<file path="config.mk">
export PLATFORM = sky130hd
export DESIGN_NAME = mem_stage
export DESIGN_NICKNAME = d
export VERILOG_FILES = /design/src/rtl/mem_stage.sv
export SDC_FILE = /design/constraint.sdc
export NUM_CORES = 1
export LEC_CHECK = 0
export CAP_MARGIN = 40
export CELL_PAD_IN_SITES_DETAIL_PLACEMENT = 0
export CELL_PAD_IN_SITES_GLOBAL_PLACEMENT = 1
export CORE_MARGIN = 8
export CORE_UTILIZATION = 23
export CTS_CLUSTER_SIZE = 24
export DETAILED_ROUTE_END_ITERATION = 8
export GPL_TIMING_DRIVEN = 0
export PLACE_DENSITY_LB_ADDON = 0.3
export SLEW_MARGIN = 40
export SYNTH_ARGS = -nofsm -noshare
export SYNTH_HDL_FRONTEND = slang
export SYNTH_SLANG_ARGS = --single-unit
</file>
<file path="constraint.sdc">
create_clock -name clk -period 3.1 [get_ports clk]
set_input_delay 0.62 -clock clk [delete_from_list [all_inputs] [get_ports clk]]
set_output_delay 0.62 -clock clk [all_outputs]
set_load 0.05 [all_outputs]
</file>
<file path="src/rtl/mem_stage.sv">
// MEM stage of the 5-stage MIPS pipeline: load/store handshake with a
// variable-latency data memory, branch redirect, stall and the MEM/WB register.
module mem_stage #(
  parameter int DATA_W  = 32,
  parameter int REG_W   = 5,
  parameter int TIMEOUT = 16
) (
  input  logic              clk,
  input  logic              reset,
  input  logic              ctrl_regWrite_ex_mem,
  input  logic              ctrl_memToReg_ex_mem,
  input  logic              ctrl_branch_ex_mem,
  input  logic              ctrl_memRead_ex_mem,
  input  logic              ctrl_memWrite_ex_mem,
  input  logic              zero_ex_mem,
  input  logic [DATA_W-1:0] branch_or_not_address_ex_mem,
  input  logic [DATA_W-1:0] alu_result_ex_mem,
  input  logic [DATA_W-1:0] read_data_2_ex_mem,
  input  logic [REG_W-1:0]  write_register_ex_mem,
  output logic              dmem_req,
  output logic              dmem_we,
  output logic [DATA_W-1:0] dmem_addr,
  output logic [DATA_W-1:0] dmem_wdata,
  input  logic              dmem_ack,
  input  logic [DATA_W-1:0] dmem_rdata,
  output logic              pc_src,
  output logic [DATA_W-1:0] branch_target,
  output logic              mem_stall,
  output logic              ctrl_regWrite_mem_wb,
  output logic              ctrl_memToReg_mem_wb,
  output logic [DATA_W-1:0] read_data_mem_wb,
  output logic [DATA_W-1:0] alu_result_mem_wb,
  output logic [REG_W-1:0]  write_register_mem_wb,
  output logic              misaligned_err,
  output logic              bus_err
);

  localparam int CNT_W = (TIMEOUT > 2) ? $clog2(TIMEOUT) : 1;
  localparam logic [CNT_W-1:0] CNT_LAST = CNT_W'(TIMEOUT - 1);

  typedef enum logic [0:0] {
    S_IDLE = 1'b0,
    S_WAIT = 1'b1
  } state_e;

  state_e             state_q, state_d;
  logic [CNT_W-1:0]   cnt_q, cnt_d;
  logic               bus_err_q, bus_err_d;
  logic               mis_err_q, mis_err_d;
  logic               regwrite_q, regwrite_d;
  logic               memtoreg_q, memtoreg_d;
  logic [DATA_W-1:0]  rdata_q, rdata_d;
  logic [DATA_W-1:0]  alu_q, alu_d;
  logic [REG_W-1:0]   wreg_q, wreg_d;

  logic mem_op_s, mis_s, acc_s, timeout_now_s, complete_s, abort_s, load_s, bubble_s;

  assign mem_op_s      = ctrl_memRead_ex_mem | ctrl_memWrite_ex_mem;
  assign mis_s         = mem_op_s & (alu_result_ex_mem[1:0] != 2'b00);
  assign acc_s         = mem_op_s & ~mis_s;
  // A store wins when both read and write are flagged.
  assign load_s        = ctrl_memRead_ex_mem & ~ctrl_memWrite_ex_mem;
  assign timeout_now_s = (state_q == S_WAIT) & (cnt_q == CNT_LAST);

  // Request is killed combinationally while reset is held so a pending access aborts at once.
  assign dmem_req   = acc_s & ~reset;
  assign dmem_we    = ctrl_memWrite_ex_mem;
  assign dmem_addr  = alu_result_ex_mem;
  assign dmem_wdata = read_data_2_ex_mem;

  assign mem_stall  = dmem_req & ~dmem_ack & ~timeout_now_s;
  assign complete_s = dmem_req & dmem_ack;
  assign abort_s    = dmem_req & ~dmem_ack & timeout_now_s;
  assign bubble_s   = mis_s | mem_stall | abort_s;

  assign pc_src        = ctrl_branch_ex_mem & zero_ex_mem & ~mem_stall;
  assign branch_target = branch_or_not_address_ex_mem;

  assign ctrl_regWrite_mem_wb  = regwrite_q;
  assign ctrl_memToReg_mem_wb  = memtoreg_q;
  assign read_data_mem_wb      = rdata_q;
  assign alu_result_mem_wb     = alu_q;
  assign write_register_mem_wb = wreg_q;
  assign misaligned_err        = mis_err_q;
  assign bus_err               = bus_err_q;

  // Access FSM: wait counter and sticky bus error.
  always_comb begin
    state_d   = state_q;
    cnt_d     = cnt_q;
    bus_err_d = bus_err_q;
    case (state_q)
      S_IDLE: begin
        if (dmem_req && !dmem_ack) begin
          state_d = S_WAIT;
          cnt_d   = CNT_W'(1);
        end else begin
          state_d = S_IDLE;
          cnt_d   = '0;
        end
      end
      S_WAIT: begin
        if (!dmem_req || dmem_ack) begin
          state_d = S_IDLE;
          cnt_d   = '0;
        end else if (timeout_now_s) begin
          state_d   = S_IDLE;
          cnt_d     = '0;
          bus_err_d = 1'b1;
        end else begin
          state_d = S_WAIT;
          cnt_d   = cnt_q + CNT_W'(1);
        end
      end
      default: begin
        state_d = S_IDLE;
        cnt_d   = '0;
      end
    endcase
  end

  // MEM/WB next value: pass on completion or non-memory op, bubble otherwise.
  always_comb begin
    regwrite_d = regwrite_q;
    memtoreg_d = memtoreg_q;
    rdata_d    = rdata_q;
    alu_d      = alu_q;
    wreg_d     = wreg_q;
    mis_err_d  = mis_s;
    if (bubble_s) begin
      regwrite_d = 1'b0;
      memtoreg_d = 1'b0;
    end else begin
      regwrite_d = ctrl_regWrite_ex_mem;
      memtoreg_d = ctrl_memToReg_ex_mem;
      alu_d      = alu_result_ex_mem;
      wreg_d     = write_register_ex_mem;
      if (complete_s && load_s) begin
        rdata_d = dmem_rdata;
      end else begin
        rdata_d = rdata_q;
      end
    end
  end

  // State and pipeline registers.
  always_ff @(posedge clk or posedge reset) begin
    if (reset) begin
      state_q    <= S_IDLE;
      cnt_q      <= '0;
      bus_err_q  <= 1'b0;
      mis_err_q  <= 1'b0;
      regwrite_q <= 1'b0;
      memtoreg_q <= 1'b0;
      rdata_q    <= '0;
      alu_q      <= '0;
      wreg_q     <= '0;
    end else begin
      state_q    <= state_d;
      cnt_q      <= cnt_d;
      bus_err_q  <= bus_err_d;
      mis_err_q  <= mis_err_d;
      regwrite_q <= regwrite_d;
      memtoreg_q <= memtoreg_d;
      rdata_q    <= rdata_d;
      alu_q      <= alu_d;
      wreg_q     <= wreg_d;
    end
  end

endmodule

</file>
# Yosys cells after proc, flatten, opt, wreduce, memory -nomap -nowiden
# Cells that the tools add are included.
# totals
reg_bits	78
latch_bits	0
ram_bits	0
rom_bits	0
input_bits	142
n_memories	0
# classes
add_sub_neg	1
multipliers	0
div	0
magnitude_cmp	0
n_eq_ne	1
n_shift	0
muxes	10
n_bitwise	23
reduce_logical	8
# ops
op	count
$and 1x1->1	11
$not 1->1	9
$mux 4	2
$pmux 4 s2	1
$mux 1	6
$add 4x1->4 const B	1
$eq 4x4->1 const B	1
$or 1x1->1	3
$reduce_and 3->1	1
$logic_and 1x1->1	2
$logic_not 1->1	2
$pmux 1 s2	1
$reduce_and 2->1	1
$reduce_bool 2->1	1
$logic_or 1x1->1	1

# Longest topological paths before layout
# depth
word_depth	11
depth_mapped	5
mapped_depth_nobuf	4

# Worst setup path before layout
# No wires, ideal clock.
# synth_path
path_kind	input port to output port
start	in alu_result_ex_mem[0]
end	out pc_src
arrival_time_ns	1.919
required_ns	2.480
setup_slack_ns	0.561
cell_stages	3
path_cell_list	or3_4 > or4_4 > and3_1
# synth_between
elab_chain_cells	9
# synth_lines
element	line	source
start: declaration	17	input logic [DATA_W-1:0] alu_result_ex_mem,
$reduce_bool 2->1	59	assign mis_s = mem_op_s & (alu_result_ex_mem[1:0] != 2'b00);
$and 1x1->1	59	
$not 1->1	60	assign acc_s = mem_op_s & ~mis_s;
$and 1x1->1	60	
$and 1x1->1	66	assign dmem_req = acc_s & ~reset;
$and 1x1->1 (2 in a row)	71	assign mem_stall = dmem_req & ~dmem_ack & ~timeout_now_s;
$not 1->1	76	assign pc_src = ctrl_branch_ex_mem & zero_ex_mem & ~mem_stall;
$and 1x1->1	76	
end: declaration	26	output logic pc_src,
# No other way between the ends.

# Worst setup path after layout
# Same ends and word-level chain as after synthesis.

==> results.md <==
- The capturing element type of the critical path is an output port.
- The clock latency reported for the late side of the worst-skew pair is 0.33 ns.
- The post-detailed-route via-to-cell ratio is approximately 3.8.
- The top achievable clock speed is roughly 340 MHz.
- Synthesis handed over a netlist of between 200 and 300 instances.
- The congestion estimate from routability-driven global placement came to approximately 0.75.
- The number of antenna violations at the first check in global routing was 0.
- The data arrival time at the worst-slack endpoint is between 2 and 2.5 ns.
- The number of hold violations in the final report is 0.
- Row generation in the floorplan step produced 46 rows.
- Overall power consumption after layout is estimated at 3.99 mW.
- In this run the static leakage power is roughly 3.0 nW.
- The longest clock path from root to sink contains 2 buffers.
- Setup repair after global routing left no endpoint under its margin.
- After global routing the overflow that remains totals 0.
- The I/O pin count is 315.
- The floorplan step defined a die boundary enclosing approximately 20,000 um^2.
- The synthesis-to-finish area growth is 83.6%.
- The worst min-delay path class is input pin to async pin.
- The chip height is about 140 um.
- The number of H-tree branching levels is 3.
- For this configuration, the core starts out at a cell density of 0.234.
- The summed instance area of the synthesized netlist is approximately 3700 um^2.
- Power spread over the standard cell area amounts to slightly below 600 nW/um^2.
- In the final layout, the share of cells above drive strength 1 is 0.352.
- The warning count from the yosys run is 0.
- The transition at the pin with the smallest max-transition slack is approximately 0.55 ns.
- The final setup violation count is 0.
- In the final routed layout, each cell accounts on average for ~16 um.
- The final layout contains 683 nets.
- Clock skew on the completed layout was measured at approximately 0.003 ns.
- In the final layout, the multi-input gates occupy roughly 960 um^2.
- The tree is rooted in a sky130_fd_sc_hd__clkbuf_16.
- The total clock sinks is 78.
- The number of port buffers is 250.
- The sequential-to-total area share from yosys stat is 0.528.
- The number of clock buffers inserted by TritonCTS is 9.
- The core outline area is between 15,000 and 20,000 um^2.
- The first global-routing pass estimated 18,100 um of wire.
- The final standard cell utilization of the core is 0.429.
- The DRC violation count after routing is 0.
- The number of design-rule violations left by the first detailed-router iteration is 52.
- The detail route stage leaves a number of antenna-violating nets equal to 0.
- In the finished design, the share of the clock period the worst path needs comes to 0.958.
- In this run, distinct cell masters in the synthesized netlist total 24.
- The via count of the first global-routing pass was ~3.3k.
- TritonCTS built the clock tree.
- The largest fanout on the critical path is 5.
- The die is 143 um wide.
- Data on the critical path is required at its endpoint by ~2.5 ns.
- The critical path is of the input pin to output port type.
- Across the whole layout, storage elements account for 1950 um^2.
- The average instance in the mapped netlist occupies 13.3 um^2.
- The aggregate routed wire length is roughly 12,000 um.
- The max capacitance violation total is 0.
- The number of diodes is 0.
- The post-route minimum period is between 2 and 3 ns.
- The flow ran to the end, and the final reports show no timing, DRC or antenna violations.
- The half-perimeter wire length after placement is around 10,000 um.
- The kind of start point of the critical path is an input pin.
- The overall via count from detail_route is 2,911.
- The iteration count of the initial detailed-routing pass is 3.
- The number of nets in the synthesized netlist is between 400 and 500.
- The global-route usage over all layers is 0.115.
- The non-filler instance count after layout is between 700 and 800.
- After filler insertion, the fill cell instance count of the layout stands at roughly 1.5k.
- The final-report max-slew violation count is 0.
- The max-slew headroom at the worst pin is 0.635.
- The post-CTS clock slew at the launch and capture registers of the worst setup and hold paths is approximately 0.06 ns.
- Entering global routing, the biggest net connects 54 pins.
- The number of cells on the worst reg-to-reg path is 4.
- The post-synthesis sequential element count is between 70 and 80.
- VDD sags by at most roughly 270 uV.
- Once placement completed, the tool counted placed cells totaling 745.
[synthesized netlist by cell type]
| master | instances | area (um^2) |
|---|---|---|
| sky130_fd_sc_hd__a21o_1 | 1 | 7.51 |
| sky130_fd_sc_hd__a21oi_1 | 1 | 5.00 |
| sky130_fd_sc_hd__and2_1 | 2 | 12.5 |
| sky130_fd_sc_hd__and3_1 | 3 | 18.8 |
| sky130_fd_sc_hd__and4_1 | 1 | 8.76 |
| sky130_fd_sc_hd__and4b_1 | 1 | 10.0 |
| sky130_fd_sc_hd__buf_2 | 3 | 15.0 |
| sky130_fd_sc_hd__buf_4 | 98 | 736 |
| sky130_fd_sc_hd__buf_6 | 3 | 33.8 |
| sky130_fd_sc_hd__dfrtp_1 | 78 | 1950 |
| sky130_fd_sc_hd__ha_1 | 1 | 12.5 |
| sky130_fd_sc_hd__inv_1 | 3 | 11.3 |
| sky130_fd_sc_hd__mux2_1 | 2 | 22.5 |
| sky130_fd_sc_hd__mux2_2 | 67 | 754 |
| sky130_fd_sc_hd__nand2_1 | 1 | 3.75 |
| sky130_fd_sc_hd__nand3_1 | 1 | 5.00 |
| sky130_fd_sc_hd__nor2_1 | 5 | 18.8 |
| sky130_fd_sc_hd__nor3_1 | 1 | 5.00 |
| sky130_fd_sc_hd__nor3_4 | 1 | 16.3 |
| sky130_fd_sc_hd__o32ai_1 | 1 | 8.76 |
| sky130_fd_sc_hd__or3_4 | 1 | 11.3 |
| sky130_fd_sc_hd__or4_4 | 1 | 11.3 |
| sky130_fd_sc_hd__xnor2_1 | 1 | 8.76 |
| sky130_fd_sc_hd__xor2_1 | 1 | 8.76 |
[where the power goes]
part           switching [mW]  internal (mW)  leakage [nW]
Clock                   0.382          0.659         0.142
Sequential             0.0744           1.18         0.963
Combinational            1.04          0.655          1.90
Total                    1.50           2.49          3.00
[critical path, cell delays in order]
cell	delay, ns
sky130_fd_sc_hd__dlygate4sd2_1	0.31
sky130_fd_sc_hd__or3_4	0.44
sky130_fd_sc_hd__or4_4	0.56
sky130_fd_sc_hd__and3_1	0.20
sky130_fd_sc_hd__buf_2	0.21
[logic make-up (layout without fill, tap and decap cells)]
kind of cell	Yosys count	count (layout)	synth area share
compound gates	3	3	0.00575
xor+xnor	2	2	0.00474
fa+ha+maj	1	1	0.00338
buf+inv	107	372	0.215
flops	78	78	0.528
mux	69	69	0.210
simple gates	18	18	0.0328
[state kept, by name, indices dropped and copies added, names as in the netlist]
| register | count |
|---|---|
| alu_result_mem_wb | 32 |
| read_data_mem_wb | 32 |
| write_register_mem_wb | 5 |
| cnt_q | 4 |
| bus_err | 1 |
| ctrl_memToReg_mem_wb | 1 |
| ctrl_regWrite_mem_wb | 1 |
| misaligned_err | 1 |
| state_q | 1 |
[through the flow]
stage          cell area (um^2)  setup TNS, ns  worst slack [ns]  hold WS [ns]
5_1_grt                    6790              0            0.0755         0.455
6_report                   6790              0             0.130         0.437
4_1_cts                    6780              0             0.113         0.431
3_5_place_dp               6500          -1.70            -0.623         0.461
3_3_place_gp               6470         -79.68             -1.01         0.453
2_1_floorplan              3700              0             0.485         0.447
[cell type report]
type	instances	area share
buffer	104	0.116
clock buffer	13	0.0383
clock inverter	1	0.00442
inverter	3	0.00240
multi-input combinational	93	0.141
sequential	78	0.288
tap	216	0.0398
timing repair buffer	251	0.371
[cells in the final DEF (no fill, tap or decap)]
master and n:
sky130_fd_sc_hd__a21o_1 1, sky130_fd_sc_hd__a21oi_1 1, sky130_fd_sc_hd__and2_1 2, sky130_fd_sc_hd__and3_1 3, sky130_fd_sc_hd__and4_1 1, sky130_fd_sc_hd__and4b_1 1, sky130_fd_sc_hd__buf_16 1, sky130_fd_sc_hd__buf_2 5
sky130_fd_sc_hd__buf_4 98, sky130_fd_sc_hd__buf_6 3, sky130_fd_sc_hd__bufinv_16 1, sky130_fd_sc_hd__clkbuf_1 2, sky130_fd_sc_hd__clkbuf_16 9, sky130_fd_sc_hd__clkbuf_8 2, sky130_fd_sc_hd__clkdlybuf4s50_1 245, sky130_fd_sc_hd__dfrtp_1 78
sky130_fd_sc_hd__dlygate4sd2_1 3, sky130_fd_sc_hd__ha_1 1, sky130_fd_sc_hd__inv_1 2, sky130_fd_sc_hd__inv_6 1, sky130_fd_sc_hd__mux2_1 2, sky130_fd_sc_hd__mux2_2 67, sky130_fd_sc_hd__nand2_1 1, sky130_fd_sc_hd__nand3_1 1
sky130_fd_sc_hd__nor2_1 5, sky130_fd_sc_hd__nor3_1 1, sky130_fd_sc_hd__nor3_4 1, sky130_fd_sc_hd__o32ai_2 1, sky130_fd_sc_hd__or3_4 1, sky130_fd_sc_hd__or4_4 1, sky130_fd_sc_hd__xnor2_1 1, sky130_fd_sc_hd__xor2_1 1
[timing repair]
| item | 4_1_cts | 5_1_grt |
|---|---|---|
| hold endpoints to repair | 0 | 0 |
| resized for setup | 13 | 0 |
| setup endpoints to repair | 3 | 0 |
| buffers inserted | 0 | 0 |
| hold buffers | 0 | 0 |
[per-layer routing]
metal / track usage / vias up / part of all wire
met4: 0.0531 / 0 / 0.020
met1: 0.108 / 1362 / 0.34
met3: 0.0634 / 15 / 0.14
met2: 0.202 / 174 / 0.50
li1: - / 1360 / -
met5: 0 / - / 0
[final timing paths]
path,from,to,slack (ns)
max,alu_result_ex_mem[0],pc_src,0.13
min,reset,read_data_mem_wb[16]$_DFFE_PP0P_,0.44
max reg2reg,cnt_q[0]$_DFF_PP0_,cnt_q[0]$_DFF_PP0_,1.57
min reg2reg,bus_err$_DFFE_PP0P_,bus_err$_DFFE_PP0P_,0.47
max in group asynchronous,reset,write_register_mem_wb[2]$_DFFE_PP0N_,2.12
min in group clk,bus_err$_DFFE_PP0P_,bus_err$_DFFE_PP0P_,0.47
Power figures use the tool's default switching activity.
